## config.mk

```make
export PLATFORM = sky130hd
export DESIGN_NAME = pipeline_if_stage
export DESIGN_NICKNAME = d
export VERILOG_FILES = /design/src/rtl/pipeline_if_stage_pkg.sv /design/src/rtl/pipeline_fetch_slot.sv /design/src/rtl/pipeline_if_stage.sv
export SDC_FILE = /design/constraint.sdc
export NUM_CORES = 1
export LEC_CHECK = 0
export BUFFER_PORTS_ARGS = -buffer_cell sky130_fd_sc_hd__buf_2
export CAP_MARGIN = 20
export CORE_AREA = 4 4 148 93
export CTS_BUF_LIST = sky130_fd_sc_hd__clkbuf_4 sky130_fd_sc_hd__clkbuf_8
export DETAILED_ROUTE_END_ITERATION = 12
export DIE_AREA = 0 0 152 97
export PLACE_DENSITY_LB_ADDON = 0.05
export SYNTH_ARGS = -nofsm -noshare
export SYNTH_HDL_FRONTEND = slang
export SYNTH_SLANG_ARGS = --single-unit
```

## constraint.sdc

```tcl
create_clock -name clock -period 4.6 [get_ports clock]
set_clock_uncertainty 0.1 [all_clocks]
set_input_delay 0.69 -clock clock [delete_from_list [all_inputs] [get_ports clock]]
set_output_delay 0.69 -clock clock [all_outputs]
set_load 0.01 [all_outputs]
```

## src/rtl/pipeline_if_stage_pkg.sv

```systemverilog
`default_nettype none
// ============================================================================
// Package     : pipeline_if_stage_pkg
// Description : Shared definitions for the instruction-fetch stage: FSM state
//               encoding, default reset PC, NOP encoding and PC step.
// Revision    : 1.0 - initial release
// ============================================================================
package pipeline_if_stage_pkg;

    // RUN   : normal fetching, responses are loaded into the slot.
    // DRAIN : a redirect arrived while a fetch was outstanding; the old
    //         request is held until its response arrives and is dropped.
    typedef enum logic [0:0] {
        ST_RUN   = 1'b0,
        ST_DRAIN = 1'b1
    } if_state_e;

    localparam logic [31:0] RESET_PC_DEF = 32'h0040_0000;
    localparam logic [31:0] NOP_INST_DEF = 32'h0000_0000;  // sll $0,$0,0
    localparam logic [31:0] PC_STEP      = 32'd4;

    // Sequential successor of a PC; wraps modulo 2^32.
    function automatic logic [31:0] pc_next(input logic [31:0] pc);
        return pc + PC_STEP;
    endfunction

endpackage : pipeline_if_stage_pkg
`default_nettype wire

```

## src/rtl/pipeline_fetch_slot.sv

```systemverilog
`default_nettype none
// ============================================================================
// Module      : pipeline_fetch_slot
// Description : One-entry {instruction, npc, valid} buffer between the fetch
//               logic and the IF/ID register. Flush has priority over load,
//               load has priority over consume. When empty the outputs show
//               NOP_INST / 0.
// Ports       : clock, reset          - clock, async active-high reset
//               flush_i               - drop the entry (redirect)
//               load_i                - capture load_inst_i / load_npc_i
//               consume_i             - entry taken downstream
//               inst_valid_o          - entry is live
//               instruction_o, npc_o  - entry contents (masked when empty)
//               load_misalign_i / misalign_o - only with IF_ALIGN_CHECK_EN
// Config      : IF_ALIGN_CHECK_EN adds the misalign flag to the entry.
// Revision    : 1.0 - initial release
// ============================================================================
module pipeline_fetch_slot
    import pipeline_if_stage_pkg::*;
#(
    parameter logic [31:0] NOP_INST = NOP_INST_DEF
) (
    input  logic        clock,
    input  logic        reset,
    input  logic        flush_i,
    input  logic        load_i,
    input  logic        consume_i,
    input  logic [31:0] load_inst_i,
    input  logic [31:0] load_npc_i,
`ifdef IF_ALIGN_CHECK_EN
    input  logic        load_misalign_i,
    output logic        misalign_o,
`endif
    output logic        inst_valid_o,
    output logic [31:0] instruction_o,
    output logic [31:0] npc_o
);

    logic        valid_q, valid_d;
    logic [31:0] inst_q,  inst_d;
    logic [31:0] npc_q,   npc_d;
`ifdef IF_ALIGN_CHECK_EN
    logic        mis_q,   mis_d;
`endif

    always_comb begin
        valid_d = valid_q;
        inst_d  = inst_q;
        npc_d   = npc_q;
`ifdef IF_ALIGN_CHECK_EN
        mis_d   = mis_q;
`endif
        if (flush_i) begin
            valid_d = 1'b0;
        end else if (load_i) begin
            valid_d = 1'b1;
            inst_d  = load_inst_i;
            npc_d   = load_npc_i;
`ifdef IF_ALIGN_CHECK_EN
            mis_d   = load_misalign_i;
`endif
        end else if (consume_i) begin
            valid_d = 1'b0;
        end
    end

    always_ff @(posedge clock or posedge reset) begin
        if (reset) begin
            valid_q <= 1'b0;
            inst_q  <= NOP_INST;
            npc_q   <= 32'h0;
`ifdef IF_ALIGN_CHECK_EN
            mis_q   <= 1'b0;
`endif
        end else begin
            valid_q <= valid_d;
            inst_q  <= inst_d;
            npc_q   <= npc_d;
`ifdef IF_ALIGN_CHECK_EN
            mis_q   <= mis_d;
`endif
        end
    end

    // Stale contents stay in the registers after consume; mask them here.
    assign inst_valid_o  = valid_q;
    assign instruction_o = valid_q ? inst_q : NOP_INST;
    assign npc_o         = valid_q ? npc_q  : 32'h0;
`ifdef IF_ALIGN_CHECK_EN
    assign misalign_o    = valid_q & mis_q;
`endif

endmodule : pipeline_fetch_slot
`default_nettype wire

```

## src/rtl/pipeline_if_stage.sv

```systemverilog
`default_nettype none
// ============================================================================
// Module      : pipeline_if_stage
// Description : Instruction-fetch stage. Owns the PC, issues one-outstanding
//               fetches to instruction memory and buffers the fetched word in
//               a one-entry slot feeding the IF/ID register. A redirect
//               squashes the slot and any in-flight fetch (no delay slot).
// Ports       : clock, reset                 - clock, async active-high reset
//               pause                        - IF/ID stall
//               branch_signal, branch_target - redirect from ID
//               imem_req, imem_addr          - fetch request / address
//               imem_ready, imem_rdata       - same-cycle completion / data
//               npc_out, instruction_out     - slot contents to IF/ID
//               inst_valid                   - slot holds a live instruction
//               fetch_misalign               - only with IF_ALIGN_CHECK_EN
// Config      : IF_ALIGN_CHECK_EN - misaligned PC produces a flagged NOP and
//               freezes fetch until the next redirect.
// Revision    : 1.0 - initial release
// ============================================================================
module pipeline_if_stage
    import pipeline_if_stage_pkg::*;
#(
    parameter logic [31:0] RESET_PC = RESET_PC_DEF,
    parameter logic [31:0] NOP_INST = NOP_INST_DEF
) (
    input  logic        clock,
    input  logic        reset,
    input  logic        pause,
    input  logic        branch_signal,
    input  logic [31:0] branch_target,
    output logic        imem_req,
    output logic [31:0] imem_addr,
    input  logic        imem_ready,
    input  logic [31:0] imem_rdata,
    output logic [31:0] npc_out,
    output logic [31:0] instruction_out,
`ifdef IF_ALIGN_CHECK_EN
    output logic        fetch_misalign,
`endif
    output logic        inst_valid
);

    if_state_e   state_q, state_d;
    logic [31:0] pc_q,     pc_d;
    logic [31:0] target_q, target_d;

    logic        w_consume;
    logic        w_slot_free;
    logic        w_aligned;
    logic        w_slot_load;
    logic [31:0] w_load_inst;
    logic [31:0] w_load_npc;

    assign w_consume   = inst_valid & ~pause;
    // Slot can accept a word this cycle; this is also what keeps a held
    // request legal, since an empty slot cannot refill without completion.
    assign w_slot_free = ~inst_valid | w_consume;

`ifdef IF_ALIGN_CHECK_EN
    logic w_load_mis;
    logic halt_q, halt_d;   // set once the misaligned NOP has been issued
    assign w_aligned = (pc_q[1:0] == 2'b00);
    assign imem_addr = pc_q;
`else
    assign w_aligned = 1'b1;
    assign imem_addr = {pc_q[31:2], 2'b00};
`endif

    assign imem_req = ~reset & ((state_q == ST_DRAIN) | (w_slot_free & w_aligned));

    always_comb begin
        state_d     = state_q;
        pc_d        = pc_q;
        target_d    = target_q;
        w_slot_load = 1'b0;
        w_load_inst = imem_rdata;
        w_load_npc  = pc_next(pc_q);
`ifdef IF_ALIGN_CHECK_EN
        w_load_mis  = 1'b0;
        halt_d      = branch_signal ? 1'b0 : halt_q;
`endif
        case (state_q)
            ST_RUN: begin
                if (branch_signal) begin
                    if (imem_req && !imem_ready) begin
                        // Outstanding fetch must finish at its old address.
                        target_d = branch_target;
                        state_d  = ST_DRAIN;
                    end else begin
                        pc_d = branch_target;
                    end
                end else if (imem_req && imem_ready) begin
                    w_slot_load = 1'b1;
                    pc_d        = pc_next(pc_q);
                end
`ifdef IF_ALIGN_CHECK_EN
                else if (!w_aligned && !halt_q && w_slot_free) begin
                    w_slot_load = 1'b1;
                    w_load_inst = NOP_INST;
                    w_load_mis  = 1'b1;
                    halt_d      = 1'b1;
                end
`endif
            end
            ST_DRAIN: begin
                if (imem_ready) begin
                    // Response is dropped; a same-cycle branch is the newest target.
                    pc_d    = branch_signal ? branch_target : target_q;
                    state_d = ST_RUN;
                end else if (branch_signal) begin
                    target_d = branch_target;
                end
            end
            default: state_d = ST_RUN;
        endcase
    end

    always_ff @(posedge clock or posedge reset) begin
        if (reset) begin
            state_q  <= ST_RUN;
            pc_q     <= RESET_PC;
            target_q <= 32'h0;
`ifdef IF_ALIGN_CHECK_EN
            halt_q   <= 1'b0;
`endif
        end else begin
            state_q  <= state_d;
            pc_q     <= pc_d;
            target_q <= target_d;
`ifdef IF_ALIGN_CHECK_EN
            halt_q   <= halt_d;
`endif
        end
    end

    pipeline_fetch_slot #(
        .NOP_INST (NOP_INST)
    ) u_slot (
        .clock           (clock),
        .reset           (reset),
        .flush_i         (branch_signal),
        .load_i          (w_slot_load),
        .consume_i       (w_consume),
        .load_inst_i     (w_load_inst),
        .load_npc_i      (w_load_npc),
`ifdef IF_ALIGN_CHECK_EN
        .load_misalign_i (w_load_mis),
        .misalign_o      (fetch_misalign),
`endif
        .inst_valid_o    (inst_valid),
        .instruction_o   (instruction_out),
        .npc_o           (npc_out)
    );

endmodule : pipeline_if_stage
`default_nettype wire

```

==> summary.md, run 1 <==
| Metric | Value |
|---|---|
| Worst path slowest cell | nor4_1 |
| Synth Instances | 689 |
| Initial core utilization | between 50 and 60% |
| Post-cts gate resize count | 0 |
| Ant diodes | 0 |
| WP data required | 4.85 ns |
| Grt total ovfl | 0 |
| CTS root buf | clkbuf_8 |
| Worst vdd ir | 218 uV |
| Clk slew on worst S/H paths | about 0.07 ns |
| WHS | 0.0395 ns |
| Max Cap Viol | 0 |
| Final Cycle Share | 63.5% |
| Sink Count | 130 |
| Final count of hold timing violations | 0 |
| Vias per std cell | between 5 and 6 |
| Total GRT Usage | between 20% and 30% |
| Iter 0 DRT Violations | 380 |
| Bufs and invs on worst path | 0 |
| Async S/R FF share, synth | 100% |
| Setup bufs post-CTS | 0 |
| Mapped Area | 6840 sq um |
| Port-buffer cells | 164 |
| Yosys warns | 0 |
| Clock Latency Late Sink | roughly 0.43 ns |
| WS Path Type | reg -> reg |
| Hold_buf cts | 0 |
| Pin count of the biggest net entering global routing | 79 |
| Fillers | approximately 1100 |
| Die width | ~150 um |
| RSZ-0062 raised after global routing | false |
| Max Freq | around 340 MHz |
| CP Capture Type | register |
| Crit path DAT | between 3 and 4 ns |
| Run status | complete, no violations |
| Pwr/cell area | ~430 nW/um^2 |
| Seq cells post-synth | 130 |
| Row count | 32 |
| CTS buffer count | 17 |
| DP Wirelength | ~12000 um |
| RD Place Congestion | 0.828 |
| Clock tree buffer depth | 2 |
| Avg Inst Size Synth | approximately 9.9 sq um |
| Worst reg-to-reg setup slack | approximately 1.7 ns |
| First drt pass iteration count | 5 |
| Setup violators final | 0 |
| Critical path's top delay family | simple AND/OR/NAND/NOR gates |
| Seq/Total Area, Yosys | around 48% |
| Layout area overhead | 17.9% |
| Routed WL per cell | between 15 and 20 um |
| Slew Limit Fails | 0 |
| DR vias | around 5500 |
| Initial antenna violation count | 0 |
| Count of flip-flops with a built-in enable after synthesis | 0 |
| Die area | about 15000 sq um |
| Final layout net count | 876 |
| Post-synth cell types | 51 |
| ANT nets after route | 0 |
| Worst Max-Slew Pin Slew | 1.04 ns |
| Final min period | roughly 3 ns |
| Max H-tree Level | 4 |
| Fraction of layout cells with a size suffix above 1 | around a third |
| LEAKAGE | ~3.8 nW |
| Dominant register cell in the synthesized netlist | dfrtp_1 |
| Die Span Y | between 90 and 100 um |
| HP Class | in -> async |
| CTS tree | done |
| Core Area | about 12000 sq um |
| DRC viols | 0 |
| Crit Path Max Fanout | 8 |
| CP peak stage delay | 0.99 ns |
| Slew margin rel. | between 30% and 40% |
| Final wirelength | around 17000 um |
| First-pass GRT wire length | 28300 um |
| Sum Neg Setup Slack | 0 ns |
| Type of origin of the critical path | register |
| Number of global-route vias before repair | ~5200 |
| IO Pins | between 150 and 200 |
| Critical-path cell list | ha_1, nand4_1, nor4_1, nand2_1, o31a_1, o21ai_0 |
-- routing by layer --
| layer | part of all wire, % | global-route usage [%] | wire length [um] | vias to the layer above |
|---|---|---|---|---|
| li1 | - | - | - | 2597 |
| met1 | 48 | 35.4 | 8420 | 2625 |
| met2 | 42 | 32.8 | 7290 | 236 |
| met3 | 9.4 | 9.30 | 1640 | 13 |
| met4 | 0.82 | 5.46 | 144 | 0 |
| met5 | 0 | 0 | 0 | - |
-- state kept, by name, indices dropped and copies added, names as in the netlist --
| signal | flops |
|---|---|
| target_q | 32 |
| pc_q | 32 |
| u_slot.npc_q | 32 |
| u_slot.inst_valid_o | 1 |
| state_q | 1 |
| u_slot.inst_q | 32 |
-- kinds of logic after synthesis --
group,count (synthesis),share of synthesized area [%]
multiplexers,72,11.8
other,1,0.0548
flip-flops,130,47.6
XOR/XNOR,28,3.59
AND/OR/NAND/NOR,224,17.1
buffers and inverters,90,7.15
adder cells (fa/ha/maj),1,0.183
AO/OA/AOI/OAI,143,12.5
-- through the flow --
step                      area (sq um)  utilization [%]  cells  setup slack (ns)  power (W)
after detailed placement          7520             60.2    954              1.35    0.00234
after CTS                         7980             63.9    985              1.33    0.00346
after global routing              8060             64.5    988              1.49    0.00365
after global placement            7520             60.2    954              1.43    0.00230
final                             8060             64.5    988              1.68    0.00346
after floorplan                   6840                -    690             0.342    0.00213
-- cell usage after synthesis, types with 3 or more instances --
cell type / count / area [sq um]
dfrtp_1: 129 / 3230
nand2_1: 72 / 270
nor2_1: 26 / 97.6
buf_4: 36 / 270
o22ai_1: 6 / 37.5
o211a_1: 3 / 30.0
clkbuf_1: 33 / 124
xor2_1: 6 / 52.6
a211oi_1: 7 / 52.6
nor4_1: 6 / 37.5
nand3_1: 9 / 45.0
o2bb2ai_1: 9 / 78.8
and3_1: 14 / 87.6
o31a_1: 6 / 52.6
and2_1: 64 / 400
nand4_1: 7 / 43.8
a31oi_1: 3 / 18.8
a21oi_1: 25 / 125
mux2i_1: 3 / 30.0
a221oi_1: 3 / 26.3
buf_1: 6 / 22.5
inv_1: 12 / 45.0
mux2_2: 69 / 777
o21ai_0: 71 / 355
nor3_1: 10 / 50.1
xnor2_1: 22 / 193
-- power breakdown --
part | internal [W] | switching, W
Combinational | 0.000350 | 0.000369
Clock | 0.000682 | 0.000441
Sequential | 0.00141 | 0.000206
-- cells in the final DEF (no fill, tap or decap), types with 5 or more instances in the layout --
master	instances
a211oi_1	7
a21oi_1	25
and2_1	64
and3_1	14
buf_2	164
buf_4	8
bufinv_16	5
clkbuf_8	19
dfrtp_1	129
inv_1	11
mux2_2	69
nand2_1	72
nand3_1	8
nand4_1	7
nor2_1	26
nor3_1	10
nor4_1	6
o21ai_0	71
o22ai_1	6
o2bb2ai_1	9
o31a_1	6
xnor2_1	22
xor2_1	6
-- final timing paths --
kind / startpoint / end / cells past startpoint
worst max-delay path: pc_q[2]$_DFFE_PP0P_ / pc_q[22]$_DFFE_PP1P_ / 6
worst min-delay path: reset / u_slot.inst_q[13]$_DFFE_PP0P_ / 2
worst max register to register: pc_q[2]$_DFFE_PP0P_ / pc_q[22]$_DFFE_PP1P_ / 6
worst min register to register: u_slot.npc_q[29]$_DFFE_PP0P_ / u_slot.npc_q[29]$_DFFE_PP0P_ / 2
max in group asynchronous: reset / target_q[0]$_DFFE_PP0P_ / 4
min in group clock: u_slot.npc_q[29]$_DFFE_PP0P_ / u_slot.npc_q[29]$_DFFE_PP0P_ / 2
-- final cells by class --
class	instances	area, sq um	share of cell area (%)
Sequential cell	130	3250	40.4
Multi-Input combinational cell	470	3130	38.8
Timing Repair Buffer	175	963	12.0
Clock buffer	21	277	3.43
Tap cell	170	213	2.64
Clock inverter	10	181	2.25
Inverter	12	47.5	0.590
(Power assumes the default switching activity.)
==> inputs of run 2 (changes only) <==
- CORE_AREA: 4 4 148 93 -> 4 4 157 98
- DIE_AREA: 0 0 152 97 -> 0 0 161 102
- clock period: 4.6 -> 2.6 ns (I/O delays scaled with it)
==> summary.md, run 2 (same netlist as run 1, synthesis figures left out) <==
| Metric | Value |
|---|---|
| Run status | complete, no violations |
| RSZ-0062 raised after global routing | false |
| Top Layer Used | met4 |
| RD Place Congestion | about 0.85 |
| IO Pins | ~170 |
| Most common cell after layout, fill and taps aside | buf_2 |
| CTS root buf | clkbuf_8 |
| LEAKAGE | about 3.8 nW |
| Max Cap Viol | 0 |
| Commonest non-fill, non-tap cells in the layout | buf_2 (164), dfrtp_1 (129), nand2_1 (72), o21ai_0 (71), mux2_2 (68) |
| Pin count of the biggest net entering global routing | between 80 and 90 |
| Setup ws final | around 0.15 ns |
| Setup violators final | 0 |
| Max H-tree Level | 4 |
| Clock tree buffer depth | 2 |
| Die area | about 16000 sq um |
| Grt total ovfl | 0 |
| Final count of hold timing violations | 0 |
| DP Wirelength | 13300 um |
| WHS | between 0.08 and 0.09 ns |
| Initial antenna violation count | 0 |
| Fin cells | about 1000 |
| DRC viols | 0 |
| ANT nets after route | 0 |
| Pwr/cell area | around 700 nW/um^2 |
| Finished Cell Area | 8120 sq um |
| CTS buffer count | 17 |
| Vias per std cell | 5.35 |
| Port-buffer cells | 164 |
| DR vias | approximately 5500 |
| WS Path Type | reg -> reg |
| Fraction of layout cells with a size suffix above 1 | 36.4% |
| First drt pass iteration count | 5 |
| M1 wire length | about 9300 um |
| Final wirelength | around 18000 um |
| Ant diodes | 0 |
| Layout area overhead | 18.8% |
| DR WL met3 | approximately 1500 um |
| Die width | 161 um |
| WP data required | ~2.9 ns |
| First-pass GRT wire length | between 20000 and 30000 um |
| Clk slew on worst S/H paths | approximately 0.08 ns |
| Die Span Y | ~100 um |
| Slew margin rel. | 52.3% |
| HP Class | in -> reg |
| Iter 0 DRT Violations | a little over 400 |
| Final min period | about 2.4 ns |
| Core Area | ~14000 sq um |
| Clock Latency Late Sink | around 0.43 ns |
| Final layout net count | between 800 and 900 |
| Routed WL per cell | 17.7 um |
| Total GRT Usage | a little under a quarter |
| Slew Limit Fails | 0 |
| Placed Instances | 1000 |
| Worst Max-Slew Pin Slew | 0.714 ns |
| Cell Area, Placed | roughly 7700 sq um |
| Setup bufs post-CTS | 0 |
| CTS tree | done |
| Worst slack at placement | 0.129 ns |
| WL met2 | ~7400 um |
| Worst vdd ir | ~350 uV |
| CP Capture Type | register |
| Final Cycle Share | 94.1% |
| Number of global-route vias before repair | roughly 5300 |
| Sum Neg Setup Slack | 0 ns |
| Max Freq | 409 MHz |
| Crit path DAT | roughly 2.7 ns |
| Row count | 34 |
| Crit Path Max Fanout | 5 |
| Type of origin of the critical path | register |
| Sink Count | 130 |
| Initial core utilization | roughly half |
[run 2: cell count changes in the layout (fill, tap and decap cells not counted), sizes merged]
cell,change
clkinv,-1
bufinv,-4
clkinvlp,+5
inv,-1
dlygate4sd3,+1
buf,+15
[run 2: power breakdown]
group / internal, W / switching (W) / total, W / leakage (nW)
clock network: 0.000798 / 0.000772 / 0.00157 / 0.170
registers: 0.00249 / 0.000353 / 0.00284 / 1.57
logic: 0.000641 / 0.000689 / 0.00133 / 2.08
total: 0.00393 / 0.00181 / 0.00574 / 3.82
[run 2: path summary, 6_finish.rpt]
kind | from | end | slack [ns] | depth (start not counted)
max in group asynchronous | reset | pc_q[22]$_DFFE_PP1P_ | 1.13 | 4
worst min register to register | u_slot.npc_q[29]$_DFFE_PP0P_ | u_slot.npc_q[29]$_DFFE_PP0P_ | 0.38 | 2
min in group asynchronous | reset | u_slot.inst_valid_o$_DFFE_PP0P_ | 0.54 | 3
worst max-delay path | pc_q[3]$_DFFE_PP0P_ | pc_q[24]$_DFFE_PP0P_ | 0.15 | 6
worst max register to register | pc_q[3]$_DFFE_PP0P_ | pc_q[24]$_DFFE_PP0P_ | 0.15 | 6
worst min-delay path | imem_rdata[23] | u_slot.inst_q[23]$_DFFE_PP0P_ | 0.09 | 2
[run 2: area by class of cell]
| cell class | instances | area [sq um] |
|---|---|---|
| fill | 1307 | 6000 |
| inverter | 12 | 48.8 |
| sequential | 130 | 3250 |
| clock buffer | 21 | 270 |
| tap | 198 | 248 |
| multi-input combinational | 470 | 3140 |
| clock inverter | 9 | 86.3 |
| timing repair buffer | 191 | 1080 |
[run 2: layer usage]
| layer | up-vias | global-route usage, % |
|---|---|---|
| met4 | 0 | 3.93 |
| met5 | - | 0 |
| met3 | 11 | 6.65 |
| met2 | 183 | 31.0 |
| li1 | 2623 | - |
| met1 | 2697 | 36.1 |
[run 2: stage by stage]
step           utilization, %  total power, W
2_1_floorplan               -         0.00378
3_5_place_dp             54.8         0.00421
6_report                 57.5         0.00574
4_1_cts                  57.4         0.00579
3_3_place_gp             54.8         0.00414
5_1_grt                  57.5         0.00610
[run 2: timing repair]
| item | CTS | global route |
|---|---|---|
| setup endpoints to repair | 0 | 40 |
| hold endpoints to repair | 24 | 0 |
| hold buffers | 1 | 0 |
| resized for setup | 0 | 3 |
[run 2: worst max-delay path, cell delays in order, from the launching register on]
cell and delay, ns:
dfrtp_1 0.44, ha_1 0.25, nand4_1 0.15, or3_1 0.43, or4_1 0.59, o31a_1 0.27
o22ai_1 0.14
